[src/rtl/approx_mul_share_ctrl_pkg.sv]
// Shared constants and golden arithmetic for the shared 8x8 approximate multiplier.
// The exact-product helper is used only when APPROX_MUL_EXACT_EN is defined.
package approx_mul_pkg;

  localparam int unsigned L               = 2;
  localparam int unsigned DEFAULT_NUM_REQ = 4;
  localparam int unsigned OP_W            = 8;
  localparam int unsigned PROD_W          = 16;

  // Truncate the low L multiplicand bits, then add back a single compensation term.
  function automatic logic [PROD_W-1:0] approx_mul8_l2(input logic [OP_W-1:0] x,
                                                       input logic [OP_W-1:0] y);
    logic [PROD_W-1:0] trunc_prod;
    logic [PROD_W-1:0] comp;
    trunc_prod = (PROD_W'(x >> L) * PROD_W'(y)) << L;
    comp       = PROD_W'(x[L-1] & y[OP_W-1]) << 8;
    return trunc_prod + comp;
  endfunction

  function automatic logic [PROD_W-1:0] exact_mul8(input logic [OP_W-1:0] x,
                                                   input logic [OP_W-1:0] y);
    return PROD_W'(x) * PROD_W'(y);
  endfunction

endpackage

[src/rtl/approx_mul_share_ctrl_if.sv]
// Requester/response bus for approx_mul_share_ctrl.
// APPROX_MUL_EXACT_EN adds the req_exact / rsp_exact sideband.
interface approx_mul_share_ctrl_if
  import approx_mul_pkg::*;
#(
  parameter int unsigned NUM_REQ = DEFAULT_NUM_REQ,
  parameter int unsigned ID_W    = 2,
  parameter int unsigned CNT_W   = 16
);

  logic [NUM_REQ-1:0]      req_valid;
  logic [NUM_REQ-1:0]      req_ready;
  logic [OP_W*NUM_REQ-1:0] req_x;
  logic [OP_W*NUM_REQ-1:0] req_y;
  logic                    rsp_valid;
  logic                    rsp_ready;
  logic [PROD_W-1:0]       rsp_z;
  logic [ID_W-1:0]         rsp_id;
  logic [CNT_W-1:0]        op_count;
  logic                    busy;
`ifdef APPROX_MUL_EXACT_EN
  logic [NUM_REQ-1:0]      req_exact;
  logic                    rsp_exact;

  modport master (
    output req_valid, req_x, req_y, req_exact, rsp_ready,
    input  req_ready, rsp_valid, rsp_z, rsp_id, rsp_exact, op_count, busy
  );

  modport slave (
    input  req_valid, req_x, req_y, req_exact, rsp_ready,
    output req_ready, rsp_valid, rsp_z, rsp_id, rsp_exact, op_count, busy
  );
`else
  modport master (
    output req_valid, req_x, req_y, rsp_ready,
    input  req_ready, rsp_valid, rsp_z, rsp_id, op_count, busy
  );

  modport slave (
    input  req_valid, req_x, req_y, rsp_ready,
    output req_ready, rsp_valid, rsp_z, rsp_id, op_count, busy
  );
`endif

endinterface

[src/rtl/approx_mul_share_ctrl_core.sv]
// Combinational 8x8 -> 16 approximate multiplier (l=2 truncation).
module approx_mul8_l2_core
  import approx_mul_pkg::*;
(
  input  logic [OP_W-1:0]   i_x,
  input  logic [OP_W-1:0]   i_y,
  output logic [PROD_W-1:0] o_z_c
);

  assign o_z_c = approx_mul8_l2(i_x, i_y);

endmodule

[src/rtl/approx_mul_share_ctrl.sv]
// Round-robin share of one approximate multiplier across NUM_REQ requesters, 2-stage pipe.
// Optional feature macro: APPROX_MUL_EXACT_EN (per-operation exact product select).
module approx_mul_share_ctrl
  import approx_mul_pkg::*;
#(
  parameter int unsigned NUM_REQ = DEFAULT_NUM_REQ,
  parameter int unsigned ID_W    = $clog2(NUM_REQ),
  parameter int unsigned CNT_W   = 16
)(
  input  logic                   clk,
  input  logic                   rst_n,
  approx_mul_share_ctrl_if.slave bus
);

  logic                w_s1_en;
  logic                w_s2_en;
  logic                w_hs;
  logic [ID_W-1:0]     w_scan_idx;
  logic [ID_W-1:0]     w_gnt_idx;
  logic [NUM_REQ-1:0]  w_gnt_oh;
  logic [ID_W-1:0]     w_ptr_nxt;
  logic [OP_W-1:0]     w_x;
  logic [OP_W-1:0]     w_y;
  logic [PROD_W-1:0]   w_core_z;
  logic [PROD_W-1:0]   w_s2_z_nxt;

  logic [ID_W-1:0]     r_ptr;
  logic [CNT_W-1:0]    r_cnt;
  logic                r_s1_valid;
  logic [OP_W-1:0]     r_s1_x;
  logic [OP_W-1:0]     r_s1_y;
  logic [ID_W-1:0]     r_s1_id;
  logic                r_s2_valid;
  logic [PROD_W-1:0]   r_s2_z;
  logic [ID_W-1:0]     r_s2_id;
`ifdef APPROX_MUL_EXACT_EN
  logic                w_exact;
  logic                r_s1_exact;
  logic                r_s2_exact;
`endif

  assign w_s2_en = !r_s2_valid || bus.rsp_ready;
  assign w_s1_en = !r_s1_valid || w_s2_en;

  // Round-robin scan starting at r_ptr; no grants are offered while reset is held.
  always_comb begin
    w_hs       = 1'b0;
    w_gnt_idx  = '0;
    w_scan_idx = '0;
    if (rst_n && w_s1_en) begin
      for (int k = 0; k < int'(NUM_REQ); k++) begin
        w_scan_idx = ID_W'((32'(r_ptr) + 32'(k)) % 32'(NUM_REQ));
        if (!w_hs && bus.req_valid[w_scan_idx]) begin
          w_hs      = 1'b1;
          w_gnt_idx = w_scan_idx;
        end
      end
    end
  end

  assign w_gnt_oh      = w_hs ? (NUM_REQ'(1) << w_gnt_idx) : '0;
  assign w_ptr_nxt     = (32'(w_gnt_idx) == NUM_REQ - 1) ? '0 : w_gnt_idx + ID_W'(1);
  assign bus.req_ready = w_gnt_oh;

  // Operand select from the granted requester lane.
  always_comb begin
    w_x = '0;
    w_y = '0;
`ifdef APPROX_MUL_EXACT_EN
    w_exact = 1'b0;
`endif
    for (int i = 0; i < int'(NUM_REQ); i++) begin
      if (w_gnt_oh[i]) begin
        w_x = bus.req_x[i*OP_W +: OP_W];
        w_y = bus.req_y[i*OP_W +: OP_W];
`ifdef APPROX_MUL_EXACT_EN
        w_exact = bus.req_exact[i];
`endif
      end
    end
  end

  always_ff @(posedge clk or negedge rst_n) begin
    if (!rst_n) begin
      r_ptr <= '0;
      r_cnt <= '0;
    end else if (w_hs) begin
      r_ptr <= w_ptr_nxt;
      if (r_cnt != '1) r_cnt <= r_cnt + CNT_W'(1);
    end
  end

  // Stage 1: operand register.
  always_ff @(posedge clk or negedge rst_n) begin
    if (!rst_n) begin
      r_s1_valid <= 1'b0;
      r_s1_x     <= '0;
      r_s1_y     <= '0;
      r_s1_id    <= '0;
`ifdef APPROX_MUL_EXACT_EN
      r_s1_exact <= 1'b0;
`endif
    end else if (w_s1_en) begin
      r_s1_valid <= w_hs;
      if (w_hs) begin
        r_s1_x  <= w_x;
        r_s1_y  <= w_y;
        r_s1_id <= w_gnt_idx;
`ifdef APPROX_MUL_EXACT_EN
        r_s1_exact <= w_exact;
`endif
      end
    end
  end

  approx_mul8_l2_core u_core (
    .i_x   (r_s1_x),
    .i_y   (r_s1_y),
    .o_z_c (w_core_z)
  );

`ifdef APPROX_MUL_EXACT_EN
  assign w_s2_z_nxt = r_s1_exact ? exact_mul8(r_s1_x, r_s1_y) : w_core_z;
`else
  assign w_s2_z_nxt = w_core_z;
`endif

  // Stage 2: result register; holds steady while the response is stalled.
  always_ff @(posedge clk or negedge rst_n) begin
    if (!rst_n) begin
      r_s2_valid <= 1'b0;
      r_s2_z     <= '0;
      r_s2_id    <= '0;
`ifdef APPROX_MUL_EXACT_EN
      r_s2_exact <= 1'b0;
`endif
    end else if (w_s2_en) begin
      r_s2_valid <= r_s1_valid;
      if (r_s1_valid) begin
        r_s2_z  <= w_s2_z_nxt;
        r_s2_id <= r_s1_id;
`ifdef APPROX_MUL_EXACT_EN
        r_s2_exact <= r_s1_exact;
`endif
      end
    end
  end

  assign bus.rsp_valid = r_s2_valid;
  assign bus.rsp_z     = r_s2_z;
  assign bus.rsp_id    = r_s2_id;
  assign bus.op_count  = r_cnt;
  assign bus.busy      = r_s1_valid || r_s2_valid;
`ifdef APPROX_MUL_EXACT_EN
  assign bus.rsp_exact = r_s2_exact;
`endif

endmodule

[src/flat_wrapper.sv]
// flat-port wrapper written by rule: the top's interface ports become plain ports
module approx_mul_share_ctrl_flat import approx_mul_pkg::*;
#(
  parameter int unsigned NUM_REQ = DEFAULT_NUM_REQ,
  parameter int unsigned ID_W    = $clog2(NUM_REQ),
  parameter int unsigned CNT_W   = 16
)
  (clk, rst_n, bus_req_valid, bus_req_x, bus_req_y, bus_rsp_ready, bus_req_ready, bus_rsp_valid, bus_rsp_z, bus_rsp_id, bus_op_count, bus_busy);
  approx_mul_share_ctrl_if #(.NUM_REQ(NUM_REQ), .ID_W(ID_W), .CNT_W(CNT_W)) bus_i ();
  input  logic clk;
  input  logic rst_n;
  input wire logic [$bits(bus_i.req_valid)-1:0] bus_req_valid;
  input wire logic [$bits(bus_i.req_x)-1:0] bus_req_x;
  input wire logic [$bits(bus_i.req_y)-1:0] bus_req_y;
  input wire logic [$bits(bus_i.rsp_ready)-1:0] bus_rsp_ready;
  output wire logic [$bits(bus_i.req_ready)-1:0] bus_req_ready;
  output wire logic [$bits(bus_i.rsp_valid)-1:0] bus_rsp_valid;
  output wire logic [$bits(bus_i.rsp_z)-1:0] bus_rsp_z;
  output wire logic [$bits(bus_i.rsp_id)-1:0] bus_rsp_id;
  output wire logic [$bits(bus_i.op_count)-1:0] bus_op_count;
  output wire logic [$bits(bus_i.busy)-1:0] bus_busy;
  assign bus_i.req_valid = bus_req_valid;
  assign bus_i.req_x = bus_req_x;
  assign bus_i.req_y = bus_req_y;
  assign bus_i.rsp_ready = bus_rsp_ready;
  assign bus_req_ready = bus_i.req_ready;
  assign bus_rsp_valid = bus_i.rsp_valid;
  assign bus_rsp_z = bus_i.rsp_z;
  assign bus_rsp_id = bus_i.rsp_id;
  assign bus_op_count = bus_i.op_count;
  assign bus_busy = bus_i.busy;
  approx_mul_share_ctrl #(.NUM_REQ(NUM_REQ), .ID_W(ID_W), .CNT_W(CNT_W)) u_core (.clk(clk), .rst_n(rst_n), .bus(bus_i));
endmodule
[config.mk]
export PLATFORM = sky130hd
export DESIGN_NAME = approx_mul_share_ctrl_flat
export DESIGN_NICKNAME = d
export VERILOG_FILES = /design/src/rtl/approx_mul_share_ctrl_pkg.sv /design/src/rtl/approx_mul_share_ctrl_if.sv /design/src/rtl/approx_mul_share_ctrl_core.sv /design/src/rtl/approx_mul_share_ctrl.sv /design/src/flat_wrapper.sv
export SDC_FILE = /design/constraint.sdc
export NUM_CORES = 1
export LEC_CHECK = 0
export ABC_CLOCK_PERIOD_IN_PS = 4900
export CORE_MARGIN = 2
export CORE_UTILIZATION = 51
export CTS_BUF_LIST = sky130_fd_sc_hd__clkbuf_4
export DETAILED_ROUTE_END_ITERATION = 12
export GPL_ROUTABILITY_DRIVEN = 0
export PLACE_DENSITY = 0.81
export SKIP_LAST_GASP = 1
export SYNTH_ARGS = -nofsm -noshare
export SYNTH_HDL_FRONTEND = slang
export SYNTH_SLANG_ARGS = --single-unit
[constraint.sdc]
create_clock -name clk -period 4.9 [get_ports clk]
set_input_delay 0.98 -clock clk [delete_from_list [all_inputs] [get_ports clk]]
set_output_delay 0.98 -clock clk [all_outputs]
set_load 0.02 [all_outputs]
; Yosys cells after proc, flatten, opt, wreduce, memory -nomap -nowiden
; Index checks and enable logic that the tools add are counted.
[op_classes]
addsub = 6
multipliers = 1
magnitude_cmp = 4
eq_ne = 2
n_shift = 1
n_mux = 31
n_bitwise = 1
reduce_logical = 15
[op_table]
columns = op, n
row1 = $mux W8, 8
row2 = $add A16 B1 Y16 const B, 1
row3 = $add A16 B9 Y16, 1
row4 = $ne A16 B16 Y1 const B, 1
row5 = $mul A6 B8 Y14, 1
row6 = $lt A2 B3 Y1 const B, 4
row7 = $mux W1, 12
row8 = $mux W2, 6
row9 = $bmux W1 S2, 4
row10 = $reduce_and A2 Y1, 3
row11 = $logic_not A1 Y1, 5
row12 = $add A2 B1 Y2 const B, 2
row13 = $add A2 B2 Y2 const B, 2
row14 = $logic_and A1 B1 Y1, 4
row15 = $mux W4, 1
row16 = $shl A1 B2 Y4 const A, 1
row17 = $logic_or A1 B1 Y1, 3
row18 = $eq A2 B2 Y1 const B, 1
row19 = $and A1 B1 Y1, 1
[word_totals]
register_bits = 56
in_bits = 71
output_inout_bits = 40
wordCells = 70

; Logic depth before layout (Yosys ltp)
[logic_depth]
ltp_word = 23
mapped_depth = 17
ltp_nobuf = 16

; Modules after synthesis
; A second synthesis with hierarchy kept.
[hier_totals]
cells_unflattened = 491
area_unflattened_um2 = 4699.5
[modules_own_cells]
columns = mod, instances, cells_per_inst, area_each_um2, seq_area_each_um2
row1 = approx_mul_share_ctrl, 1, 295, 3029.2, 1401.3
row2 = approx_mul8_l2_core, 1, 196, 1670.4, 0.0

; Worst setup path before layout
; OpenSTA, ideal clock, no wires.
[synth_timing]
kind = reg2reg
start = reg u_core.r_s1_x[7]
end = reg u_core.r_s2_z[15], in the netlist u_core.bus.rsp_z[15]
setup_time_ns = 0.131
arrival_time_ns = 4.012
t_required_ns = 4.769
path_slack_ns = 0.758
path_stages_with_launch = 15
n_path_buf = 0
synth_period_minus_slack_ns = 4.142
path_cell_list = dfrtp_1 and2_1 fa_1 fa_1 inv_1 fa_1 inv_1 ha_1 a21o_1 a2111o_1 o32ai_2 o2111ai_2 nor4b_2 xnor2_1 o21ai_1
[synth_between]
elab_chain_cells = 2
[synth_lines]
columns = element, line
row1 = start: declaration, approx_mul_share_ctrl.sv:30  ; logic [OP_W-1:0] r_s1_x;
row2 = start signal: assignment, approx_mul_share_ctrl.sv:106  ; r_s1_x <= w_x;
row3 = $mul A6 B8 Y14, approx_mul_share_ctrl_pkg.sv:15  ; trunc_prod = (PROD_W'(x >> L) * PROD_W'(y)) << L;
row4 = $add A16 B9 Y16, approx_mul_share_ctrl_pkg.sv:17  ; return trunc_prod + comp;
row5 = end signal: assignment, approx_mul_share_ctrl.sv:140  ; r_s2_z <= w_s2_z_nxt;
row6 = end: declaration, approx_mul_share_ctrl.sv:34  ; logic [PROD_W-1:0] r_s2_z;
; Every way passes these cells.
; A chain may end at the register's enable or synchronous reset.

; Worst setup path after layout
[layout_timing]
start = reg u_core.r_s1_x[4]
end = reg u_core.r_s2_z[15], in the netlist u_core.bus.rsp_z[15]
; Same word-level chain as after synthesis.

==> reports/qor.log <==
INFO  yosys          synth_enable_flop_cells=0
INFO  yosys          synth.lib_cells_used.distinct=53
INFO  global_route   initial_antenna_violation_count=0
INFO  timing         rsz0062_at_grt=false
INFO  timing         tightest_slew=0.9331ns
INFO  job            maxCapViolations=0
INFO  floorplanning  die_area=0.009332sqmm
INFO  placement      dp_hpwl=8087um
INFO  timing         hold_viol_final=0
INFO  timing         report.final.setup_viol=0
INFO  setup_path     ff2ff_path_depth=14
INFO  final_layout   layout.core_utilization=67.59%
INFO  final_layout   num-nets-final=718
INFO  setup_path     critPathRequiredTime=5.18ns
INFO  final_layout   fraction_of_layout_instances_using_a_drive_strength_above_1=6.061%
INFO  placement      io_buffer_count=104
INFO  yosys          avgSynthCellArea=8.852squm
INFO  drt            wl_per_cell=14.37um
INFO  final_layout   fillers=692
INFO  yosys          synthMostInstantiatedCell=sky130_fd_sc_hd__inv_1
INFO  pwr            vdd.ir_drop.worst=0.3303mV
INFO  drt            drt_drc=0
INFO  global_route   overflow=0
INFO  yosys          ys.warnings.count=0
INFO  setup_path     cp_data_arrival_time=4.73ns
INFO  setup_path     crit_path_end_kind=register
INFO  yosys          ys_dominant_reg_cell=sky130_fd_sc_hd__dfrtp_1
INFO  final_layout   flow.area_growth_from_synthesis=27.64%
INFO  pwr            total_power=3259uW
INFO  min_path       worstHoldPathType=reg -> reg
INFO  floorplanning  dieHeight=96.60um
INFO  final_layout   antenna_cells_inserted=0
INFO  floorplanning  num_io_pins=111
INFO  clock_tree     tritoncts_clock_tree=yes
INFO  yosys          netlist.top_cell.by_area=sky130_fd_sc_hd__dfrtp_1
INFO  floorplanning  fp.coreArea=0.008258sqmm
INFO  clock_tree     clock_tree.root_cell=sky130_fd_sc_hd__clkbuf_4
INFO  drt            detail-route-antenna-nets=0
INFO  drt            drt_iter0_drc=188
INFO  setup_path     timing.critical_path.from_type=register
INFO  drt            via_per_inst=5.466
INFO  drt            dr.pass1.iters=4
INFO  floorplanning  initial_core_util=52.95%
INFO  clock_tree     clockBufferDepth=2
INFO  timing         postLayoutSetupSlackWorst=0.4480ns
INFO  drt            totalWireLength=10040um
INFO  global_route   grt_max_degree=54
INFO  yosys          synth_top_cell_area_share=30.33%
INFO  clock_tree     num_cts_buffers=5
INFO  floorplanning  die_w=96.60um
INFO  timing         fin_tns_setup=0ns
INFO  timing         period_minus_slack=4.452ns
INFO  timing         slew_violations=0
INFO  timing         fmaxAchievable=224.6MHz
INFO  global_route   track_usage=21.37%
INFO  global_route   number_of_global_route_vias_before_repair=3710
INFO  clock_tree     h-tree-depth=2
INFO  clock_tree     holdBufCountCts=0
INFO  yosys          synth_commonest_cells=54 x sky130_fd_sc_hd__inv_1, 53 x sky130_fd_sc_hd__dfrtp_1, 53 x sky130_fd_sc_hd__nand2_1
INFO  yosys          postSynthRegisterBits=53
INFO  yosys          postSynthCellCount=494
INFO  clock_tree     cts_post_setup_buffers_inserted=0
INFO  timing         max_slew_margin=37.57%
INFO  floorplanning  num_rows=33
INFO  drt            route.vias.total=3821
INFO  pwr            p_leak=0.002549uW
INFO  clock_tree     clock_sink_count=53
INFO  run_status     status=finished, final reports clean
INFO  setup_path     worst-path-max-fanout=9
INFO  placement      dp_worst_setup_slack=0.4273ns
INFO  global_route   global_route_wire_length_before_repair=17020um
INFO  yosys          register_area_share_after_synthesis=30.33%
INFO  clock_tree     post_cts_resized=0
INFO  yosys          syn_area=0.004373sqmm
INFO  timing         timing.clock.skew=0.01687ns
INFO  setup_path     setup.worst_path.class=reg -> reg
INFO  yosys          synth_top_cells_by_area=sky130_fd_sc_hd__dfrtp_1 30%, sky130_fd_sc_hd__fa_1 11%, sky130_fd_sc_hd__ha_1 8.3%
INFO  yosys          synth_async_sr_flop_share=100.0%
INFO  clock_tree     skew_pair_late_insertion_delay=0.39ns
INFO  clock_tree     cts.reportedPaths.clkPinSlew=0.18ns
INFO  pwr            powerDensity=583.9mW/mm^2
INFO  timing         post-route-period-util=90.86%
INFO  min_path       hold-path-cell-count=2
layer usage:
layer  global-route usage, %  up-vias  share of wire (%)
li1                        -     1882                  -
met1                   28.07     1831                 42
met2                   38.03       99                 51
met3                   2.962        9                5.2
met4                   4.009        0               0.90
met5                       0        -                  0
registers in the layout (all words and copies together) (netlist names):
name,cells
u_core.bus.op_count,16
u_core.bus.rsp_z,14
u_core.r_s1_y,8
u_core.r_s1_x,7
u_core.bus.rsp_id,2
u_core.r_ptr,2
u_core.r_s1_id,2
u_core.bus.rsp_valid,1
u_core.r_s1_valid,1
worst paths after layout:
path / slack, ns / to / start
setup reg to reg: 0.45 / u_core.bus.rsp_z[15] / u_core.r_s1_x[4]
hold / removal: 0.50 / u_core.r_s1_x[1] / u_core.r_s1_x[1]
hold reg to reg: 0.50 / u_core.r_s1_x[1] / u_core.r_s1_x[1]
max in group asynchronous: 3.67 / u_core.r_s1_y[5] / rst_n
min in group asynchronous: 0.77 / u_core.bus.rsp_z[10] / rst_n
setup / recovery: 0.45 / u_core.bus.rsp_z[15] / u_core.r_s1_x[4]
report_power, final:
group	internal [uW]	total (uW)	switching, uW
Sequential	585	765	180
Clock	62.3	223	160
Combinational	1030	2270	1240
Total	1680	3260	1580
placed cells by master (no fill, tap or decap), types with 3 or more instances in the layout:
master / instances
sky130_fd_sc_hd__mux2_2: 9
sky130_fd_sc_hd__and2_1: 37
sky130_fd_sc_hd__xor2_1: 6
sky130_fd_sc_hd__nand3_1: 13
sky130_fd_sc_hd__nand2b_1: 3
sky130_fd_sc_hd__clkbuf_4: 5
sky130_fd_sc_hd__buf_4: 6
sky130_fd_sc_hd__and3_1: 6
sky130_fd_sc_hd__nor2_1: 35
sky130_fd_sc_hd__clkdlybuf4s50_1: 103
sky130_fd_sc_hd__dfrtp_1: 53
sky130_fd_sc_hd__nand2_1: 53
sky130_fd_sc_hd__o21a_1: 4
sky130_fd_sc_hd__nand4_1: 6
sky130_fd_sc_hd__nor3_1: 5
sky130_fd_sc_hd__a21oi_1: 25
sky130_fd_sc_hd__xnor2_1: 15
sky130_fd_sc_hd__a221o_1: 15
sky130_fd_sc_hd__o21ai_0: 43
sky130_fd_sc_hd__fa_1: 25
sky130_fd_sc_hd__ha_1: 29
sky130_fd_sc_hd__inv_1: 54
worst max-delay path, cell delays in order (launching register included):
cell and delay [ns]:
sky130_fd_sc_hd__dfrtp_1 0.51, sky130_fd_sc_hd__and2_1 0.23, sky130_fd_sc_hd__fa_1 0.54, sky130_fd_sc_hd__inv_1 0.05, sky130_fd_sc_hd__fa_1 0.47, sky130_fd_sc_hd__fa_1 0.54, sky130_fd_sc_hd__inv_1 0.04, sky130_fd_sc_hd__ha_1 0.35
sky130_fd_sc_hd__nor2b_4 0.16, sky130_fd_sc_hd__o31a_2 0.29, sky130_fd_sc_hd__o31ai_1 0.40, sky130_fd_sc_hd__o2111ai_2 0.24, sky130_fd_sc_hd__nor4b_2 0.32, sky130_fd_sc_hd__xnor2_1 0.15, sky130_fd_sc_hd__o21ai_1 0.07
metrics by stage:
| stage | cells | hold slack (ns) | area (sq um) |
|---|---|---|---|
| 3_5_place_dp | 691 | 0.4668 | 5510 |
| 5_1_grt | 699 | 0.5301 | 5582 |
| 2_1_floorplan | 495 | 0.4424 | 4377 |
| 6_report | 699 | 0.4969 | 5582 |
| 3_3_place_gp | 691 | 0.4563 | 5510 |
| 4_1_cts | 699 | 0.5022 | 5582 |
logic make-up (layout without fill, tap and decap cells):
group	Yosys count	count (layout)	synth area share, %
AND/OR/NAND/NOR	169	169	19.14
AO/OA/AOI/OAI	113	113	17.51
buffers and inverters	73	172	6.438
adder cells (fa/ha/maj)	54	54	19.74
flip-flops	53	53	30.33
XOR/XNOR	21	21	4.206
multiplexers	10	10	2.547
other	1	2	0.08575
layout make-up:
type                    instances  area [sq um]  area share, %
clock buffers                   5         37.54         0.6725
clock inverters                 3         33.78         0.6052
inverters                      54         202.7          3.631
multi-input cells             369          2769          49.61
flip-flops and latches         53          1326          23.76
well taps                     105         131.4          2.354
repair buffers                110          1081          19.37
Note: power is estimated with default switching activity, not from simulation.
